[src/rtl/n_term_pipe.sv]
// North-edge termination tile: loops from_N back onto to_S with a per-channel mode
// (pass / registered / low / high) set by one config frame. Optional monitor: N_TERM_PIPE_ACTMON_EN.
module n_term_pipe #(
    parameter int unsigned NUM_CH          = 8,
    parameter int unsigned PIPE_DEPTH      = 1,
    parameter int unsigned MaxFramesPerCol = 20,
    parameter int unsigned FrameBitsPerRow = 32,
    parameter int unsigned CFG_FRAME       = 0
) (
    input  logic                       UserCLK,
    input  logic                       rst,
    input  logic [NUM_CH-1:0]          from_N,
    output logic [NUM_CH-1:0]          to_S,
    input  logic [FrameBitsPerRow-1:0] FrameData,
    input  logic [MaxFramesPerCol-1:0] FrameStrobe,
    output logic [MaxFramesPerCol-1:0] FrameStrobe_O,
    output logic                       UserCLKo,
    output logic                       rsto
`ifdef N_TERM_PIPE_ACTMON_EN
    ,
    output logic [NUM_CH-1:0]          act
`endif
);

    typedef enum logic [1:0] {
        MODE_PASS = 2'b00,
        MODE_REG  = 2'b01,
        MODE_LOW  = 2'b10,
        MODE_HIGH = 2'b11
    } mode_e;

    mode_e             mode_q  [NUM_CH];
    logic [NUM_CH-1:0] stage_q [PIPE_DEPTH];
    logic [NUM_CH-1:0] reg_out;
    logic              cfg_wr;
    logic              unused_frame_data;

    assign cfg_wr            = FrameStrobe[CFG_FRAME];
    assign unused_frame_data = ^FrameData;

    // Reset value LOW forces to_S low asynchronously through the output mux.
    always_ff @(posedge UserCLK or negedge rst) begin
        if (!rst) begin
            for (int unsigned i = 0; i < NUM_CH; i++) begin
                mode_q[i] <= MODE_LOW;
            end
        end else if (cfg_wr) begin
            for (int unsigned i = 0; i < NUM_CH; i++) begin
                mode_q[i] <= mode_e'(FrameData[2*i +: 2]);
            end
        end
    end

    // Pipeline runs regardless of mode so a switch into REG shows history at once.
    always_ff @(posedge UserCLK or negedge rst) begin
        if (!rst) begin
            for (int unsigned s = 0; s < PIPE_DEPTH; s++) begin
                stage_q[s] <= '0;
            end
        end else begin
            stage_q[0] <= from_N;
            for (int unsigned s = 1; s < PIPE_DEPTH; s++) begin
                stage_q[s] <= stage_q[s-1];
            end
        end
    end

    assign reg_out = stage_q[PIPE_DEPTH-1];

    always_comb begin
        to_S = '0;
        for (int unsigned i = 0; i < NUM_CH; i++) begin
            case (mode_q[i])
                MODE_PASS: to_S[i] = from_N[i];
                MODE_REG:  to_S[i] = reg_out[i];
                MODE_LOW:  to_S[i] = 1'b0;
                MODE_HIGH: to_S[i] = 1'b1;
                default:   to_S[i] = 1'b0;
            endcase
        end
    end

    assign FrameStrobe_O = FrameStrobe;
    assign UserCLKo      = UserCLK;
    assign rsto          = rst;

`ifdef N_TERM_PIPE_ACTMON_EN
    logic [NUM_CH-1:0] prev_q;
    logic [NUM_CH-1:0] act_q;

    // A mode write clears the sticky flags and wins over a same-edge set.
    always_ff @(posedge UserCLK or negedge rst) begin
        if (!rst) begin
            prev_q <= '0;
            act_q  <= '0;
        end else begin
            prev_q <= from_N;
            if (cfg_wr) begin
                act_q <= '0;
            end else begin
                act_q <= act_q | (from_N & ~prev_q);
            end
        end
    end

    assign act = act_q;
`endif

endmodule

[config.mk]
export PLATFORM = sky130hd
export DESIGN_NAME = n_term_pipe
export DESIGN_NICKNAME = d
export VERILOG_FILES = /design/src/rtl/n_term_pipe.sv
export SDC_FILE = /design/constraint.sdc
export NUM_CORES = 1
export LEC_CHECK = 0
export CELL_PAD_IN_SITES_DETAIL_PLACEMENT = 0
export CELL_PAD_IN_SITES_GLOBAL_PLACEMENT = 1
export CORE_MARGIN = 2
export CORE_UTILIZATION = 25
export CTS_BUF_LIST = sky130_fd_sc_hd__clkbuf_8
export CTS_CLUSTER_SIZE = 20
export DETAILED_ROUTE_END_ITERATION = 10
export PLACE_DENSITY = 0.89
export REMOVE_ABC_BUFFERS = 1
export SLEW_MARGIN = 20
export SYNTH_ARGS = -nofsm -noshare
export SYNTH_HDL_FRONTEND = slang
export SYNTH_SLANG_ARGS = --single-unit
[constraint.sdc]
create_clock -name UserCLK -period 1.1 [get_ports UserCLK]
set_input_delay 0.11 -clock UserCLK [delete_from_list [all_inputs] [get_ports UserCLK]]
set_output_delay 0.11 -clock UserCLK [all_outputs]
set_load 0.01 [all_outputs]
==> flow_summary_export.csv, run 1 <==
group,metric,value,unit
cts,clock_latency,0.36,ns
cells_and_area,synthToLayoutAreaGrowth,33.5,%
timing,drv_slew,0,
power_and_ir_drop,pwr_density_cell,1650,nW/µm²
timing,period_minus_slack,1.34,ns
synth,synthCells,88,
grt,grt_pass1_vias,834,
drt,drc_errors,0,
synth,ys_top_cells_by_count,"buf_4 (22), dfrtp_1 (16), o21ai_0 (16)",
placement,io_buffers,37,
power_and_ir_drop,p_total,2540,µW
cts,cts_tree,"done",
timing,hold_violations,0,
cells_and_area,diodes,0,
drt,detail_route.first_pass.iterations,3,
cts,clk_pin_slew,0.09,ns
synth,synthTopCellsByArea,"dfrtp_1 (35%), dfstp_2 (18%), buf_4 (14%), mux2_4 (13%), o21ai_0 (6.9%)",
drt,finalWirelength,2.72,mm
die,dieArea,5180,µm²
synth,synth_area_leader_cell,"dfrtp_1",
worst_setup_path,end_kind,"output port",
synth,synth_xor_xnor_area_share,0,
power_and_ir_drop,p_leak,0.000669,µW
placement,dp.cells,156,
drt,vias,740,
synth,syn_area,1150,µm²
status,violations,"negative setup slack",
min_path,hp-class,"in2async",
drt,viasPerCell,4.51,
synth,synthFlopType,"dfrtp_1",
synth,synth_most_common_cell,"buf_4",
timing,setup_viol,8,
power_and_ir_drop,p_sw_frac,0.224,
timing,max_freq,745,MHz
synth,avgSynthCellArea,13.1,µm²
worst_setup_path,worstPathArrival,1.23,ns
synth,synth.area.mux_share,0.189,
worst_setup_path,required,0.99,ns
power_and_ir_drop,switching_power,570,µW
synth,async_reset_ff_frac,1.00,
synth,ys_seq_area_frac,0.529,
worst_setup_path,start_kind,"flip-flop",
placement,gp_congestion,0.688,
synth,synth_seq_cells,24,
synth,synth-edff-count,0,
power_and_ir_drop,clkPwrFrac,0.438,
cells_and_area,final_core_util,0.349,
timing,post-route-period-util,1.22,
flow_run,cap_violations,0,
timing,worst_pin_slew,0.322,ns
drt,drt_iter0_drc,5,
cts,holdBufCountCts,0,
cells_and_area,drive_above_1_share,0.482,
drt,ant_nets,0,
synth,synth_compound_area_frac,0.0693,
grt,grtUsageTotal,0.113,
die,fp.dieH,72.0,µm
die,start_util,0.262,
synth,ys_warn_count,0,
die,die_x,72.0,µm
power_and_ir_drop,seq_power_share,0.407,
timing,rsz0062_at_grt,"true",
grt,grt_pass1_wl,4.12,mm
die,num_rows,24,
worst_setup_path,cp_max_fo,3,
timing,fin_skew,0,ns
worst_setup_path,path_class,"reg2out",
power_and_ir_drop,combPwrFrac,0.154,
timing,slew_headroom,0.785,
synth,synthSimpleGateAreaFrac,0.0433,
status,status,"finished with violations",
synth,synth_top_area_frac,0.347,
power_and_ir_drop,p_int,1970,µW
synth,synthAdderAreaFrac,0,
grt,grt_start_max_net_pins,25,
drt,wl_per_cell,16.6,µm
timing,setup_ws,-0.242,ns
grt,antenna_found_initial,0,
grt,overflow,0,
die,ios,92,
power_and_ir_drop,ir_drop,0.00122,V
die,coreArea,4410,µm²
cells_and_area,n_fill_cell,440,
worst_setup_path,r2r_slack,0.26,ns
placement,place_hpwl,2.00,mm
cells_and_area,finish.net_count,175,
synth,ys_types,9,
synth,synth_top_family_by_area,"multiplexers",
cells_and_area,final_cells,164,
==> cells by family (layout without fill, tap and decap cells) <==
kind of cell,count (synthesis),count (layout)
flops,24,24
buf+inv,24,48
compound gates,16,16
mux,16,16
simple gates,8,8
==> registers in the layout (all words and copies together), names as in the netlist <==
register and cells:
mode_q 16, reg_out 8
==> path summary, 6_finish.rpt <==
check                                     start                end  cells past startpoint
worst min register to register       mode_q[10]         mode_q[10]                      1
worst max-delay path                 mode_q[15]            to_S[0]                      3
worst max register to register        mode_q[5]          mode_q[5]                      2
max in group asynchronous                   rst         mode_q[15]                      2
min in group UserCLK            FrameStrobe[11]  FrameStrobe_O[11]                      0
worst min-delay path                        rst         reg_out[2]                      2
==> metal layers <==
layer	wire length, µm	global-route usage
met5	0	0
met4	45	0.0545
met3	411	0.0986
met2	1250	0.156
met1	1020	0.121
==> cells in the final DEF (no fill, tap or decap) <==
| cell type | netlist | layout |
|---|---|---|
| buf_2 | 0 | 9 |
| buf_4 | 22 | 4 |
| bufinv_16 | 0 | 1 |
| clkbuf_8 | 0 | 6 |
| clkdlybuf4s50_1 | 0 | 26 |
| dfrtp_1 | 16 | 16 |
| dfstp_2 | 8 | 8 |
| dlygate4sd2_1 | 0 | 2 |
| mux2_2 | 6 | 6 |
| mux2_4 | 10 | 10 |
| nand2b_1 | 8 | 4 |
| nand2b_4 | 0 | 4 |
| o21ai_1 | 0 | 10 |
| o21ai_2 | 0 | 6 |
==> power by group through the flow <==
stage | registers, µW | logic [µW] | clock network (µW)
3_3_place_gp | 1030 | 382 | 92.5
3_5_place_dp | 1040 | 396 | 92.5
6_report | 1040 | 392 | 1110
5_1_grt | 1050 | 428 | 1210
4_1_cts | 1030 | 366 | 1170
2_1_floorplan | 1020 | 152 | 0
==> worst max-delay path, stage by stage, from the launching register on <==
cell and delay [ns]:
dfstp_2 0.56, nand2b_4 0.12, o21ai_2 0.05, buf_2 0.14
==> final cells by class <==
cell class	count	area, µm²	area share
Clock inverter	1	30.0	0.0195
Tap cell	52	65.1	0.0422
Clock buffer	7	87.6	0.0568
Sequential cell	24	611	0.396
Multi-Input combinational cell	40	400	0.260
Timing Repair Buffer	40	348	0.226
==> per-stage QoR <==
stage	setup WS (ns)	hold WS, ns	setup TNS, ns	cell area (µm²)
after detailed placement	-0.419	0.220	-5.91	1420
final	-0.242	0.128	-1.79	1540
after global placement	-0.400	0.220	-5.55	1420
after CTS	-0.244	0.125	-1.89	1490
after global routing	-0.303	0.137	-2.33	1540
after floorplan	0.244	-0.186	0	958
==> timing repair <==
action,in CTS,in global routing
hold endpoints to repair,0,0
pin swaps,0,1
resized for setup,53,12
setup buffers,1,0
endpoints found under the setup margin,11,8
Power figures use the tool's default switching activity.
==> inputs of run 2 (changes only) <==
CTS_CLUSTER_SIZE = 25   (was 20)
RECOVER_POWER = 50   (was unset)
SLEW_MARGIN = unset   (was 20)
==> run 2 against run 1 <==
The flow still finishes with violations (negative setup slack). Worst hold slack barely moved. Final area did not move. Clock-buffer cell count unchanged. Sequential share of layout area unchanged. Maximum frequency did not move. Die area did not move. Via count unchanged. Global-route usage unchanged. Utilization unchanged. Clock skew is the same. Clock power hardly changed. First-iteration DRC count did not move. Critical path type unchanged. Largest power group unchanged. Highest routed layer unchanged.
==> flow_summary_export.csv, run 2 (same netlist as run 1, synthesis figures left out) <==
group,metric,value,unit
grt,antenna_found_initial,0,
timing,worst_pin_slew,0.322,ns
timing,timing.hold.ws,0.128,ns
power_and_ir_drop,seq_power_share,0.408,
timing,rsz0062_at_grt,"true",
cells_and_area,final_core_util,0.349,
power_and_ir_drop,p_leak,0.000671,µW
power_and_ir_drop,p_total,2540,µW
worst_setup_path,start_kind,"flip-flop",
cells_and_area,final_cell_mix,"clkdlybuf4s50_1 (19), dfrtp_1 (16), o21ai_1 (10), mux2_4 (10), buf_2 (9)",
die,dieArea,5180,µm²
drt,drt_iter0_drc,5,
die,start_util,0.262,
cts,cts_tree,"done",
worst_setup_path,cp_cell_sequence,"nand2b_4, o21ai_2, buf_2",
power_and_ir_drop,clkPwrFrac,0.439,
die,num_rows,24,
worst_setup_path,worstPathArrival,1.23,ns
worst_setup_path,required,0.99,ns
power_and_ir_drop,p_sw_frac,0.225,
grt,grt_pass1_wl,4.12,mm
placement,gp_congestion,0.688,
worst_setup_path,cp_max_fo,3,
cts,clk_pin_slew,0.09,ns
cells_and_area,largest_reg_flops,16,
grt,grtUsageTotal,0.113,
cells_and_area,layout_commonest_cell,"clkdlybuf4s50_1",
cells_and_area,final_area,1540,µm²
cts,clock_latency,0.36,ns
timing,setup_ws,-0.242,ns
drt,viasPerCell,4.51,
drt,wl_per_cell,16.6,µm
power_and_ir_drop,p_int,1970,µW
drt,drc_errors,0,
worst_setup_path,r2r_slack,0.26,ns
worst_setup_path,cp_slowest_stage_delay,0.56,ns
timing,max_freq,745,MHz
power_and_ir_drop,switching_power,570,µW
cells_and_area,drive_above_1_share,0.482,
drt,detail_route.first_pass.iterations,3,
cells_and_area,top_register,"mode_q",
worst_setup_path,slowest_stage,"dfstp_2",
timing,fin_skew,0,ns
grt,grt_pass1_vias,834,
flow_run,cap_violations,0,
status,status,"finished with violations",
cells_and_area,finish.net_count,175,
timing,drv_slew,0,
timing,slew_headroom,0.785,
power_and_ir_drop,pwr_density_cell,1650,nW/µm²
drt,vias,740,
placement,placed_area,1420,µm²
die,ios,92,
cells_and_area,diodes,0,
drt,ant_nets,0,
power_and_ir_drop,ir_drop,0.00122,V
worst_setup_path,path_class,"reg2out",
grt,grt_start_max_net_pins,25,
timing,period_minus_slack,1.34,ns
status,violations,"negative setup slack",
timing,setup_viol,8,
grt,overflow,0,
timing,post-route-period-util,1.22,
die,coreArea,4410,µm²
timing,hold_violations,0,
die,fp.dieH,72.0,µm
placement,io_buffers,37,
cells_and_area,synthToLayoutAreaGrowth,33.5,%
drt,finalWirelength,2.72,mm
power_and_ir_drop,combPwrFrac,0.152,
timing,fin_setup_tns,-1.79,ns
placement,place_hpwl,2.00,mm
worst_setup_path,end_kind,"output port",
min_path,hp-class,"in2async",
die,die_x,72.0,µm
==> run 2: changes by cell type in the layout (fill, tap and decap cells not counted) <==
| cell | previous run | this run |
|---|---|---|
| dlygate4sd3_1 | 0 | 7 |
| clkdlybuf4s50_1 | 26 | 19 |
==> run 2: area by class of cell <==
class | instances | area (µm²)
Clock buffer | 7 | 87.6
Multi-Input combinational cell | 40 | 400
Fill cell | 440 | 2870
Sequential cell | 24 | 611
Clock inverter | 1 | 30.0
Tap cell | 52 | 65.1
Timing Repair Buffer | 40 | 348
==> run 2: per-stage QoR <==
stage / worst slack (ns) / cells
6_report: -0.242 / 164
5_1_grt: -0.303 / 164
4_1_cts: -0.244 / 164
3_5_place_dp: -0.419 / 156
3_3_place_gp: -0.400 / 156
2_1_floorplan: 0.244 / 64
==> run 2: path summary, 6_finish.rpt <==
path,startpoint,endpoint,cells after the start
max,mode_q[15],to_S[0],3
min,rst,reg_out[2],2
max reg2reg,mode_q[5],mode_q[5],2
min reg2reg,mode_q[10],mode_q[10],1
max in group asynchronous,rst,mode_q[15],2
min in group UserCLK,FrameStrobe[11],FrameStrobe_O[11],0
==> run 2: layer usage <==
layer,global-route usage,wire length [µm],part of all wire
met5,0,0,0
met4,0.0545,45,0.017
met3,0.0986,410,0.15
met2,0.156,1250,0.46
met1,0.121,1020,0.37
==> run 2: repair_timing <==
item                                   in CTS  in global routing
hold buffers                                0                  0
setup endpoints to repair                  11                  8
pin swaps                                   0                  1
endpoints found under the hold margin       0                  0
gates resized for setup                    53                 12
setup buffers                               1                  0
==> run 2: power groups by stage <==
stage	clock, µW	sequential, µW	combinational (µW)
6_report	1110	1040	387
5_1_grt	1210	1050	423
4_1_cts	1170	1030	366
3_5_place_dp	92.5	1040	396
3_3_place_gp	92.5	1030	382
2_1_floorplan	0	1020	152
==> run 2: worst max-delay path, delay by kind of cell, from the launching register on <==
kind,cells,cell delay [ns]
AOI/OAI and AO/OA,1,0.05
and+or+nand+nor,1,0.12
DFF,1,0.56
buffers and inverters,1,0.14
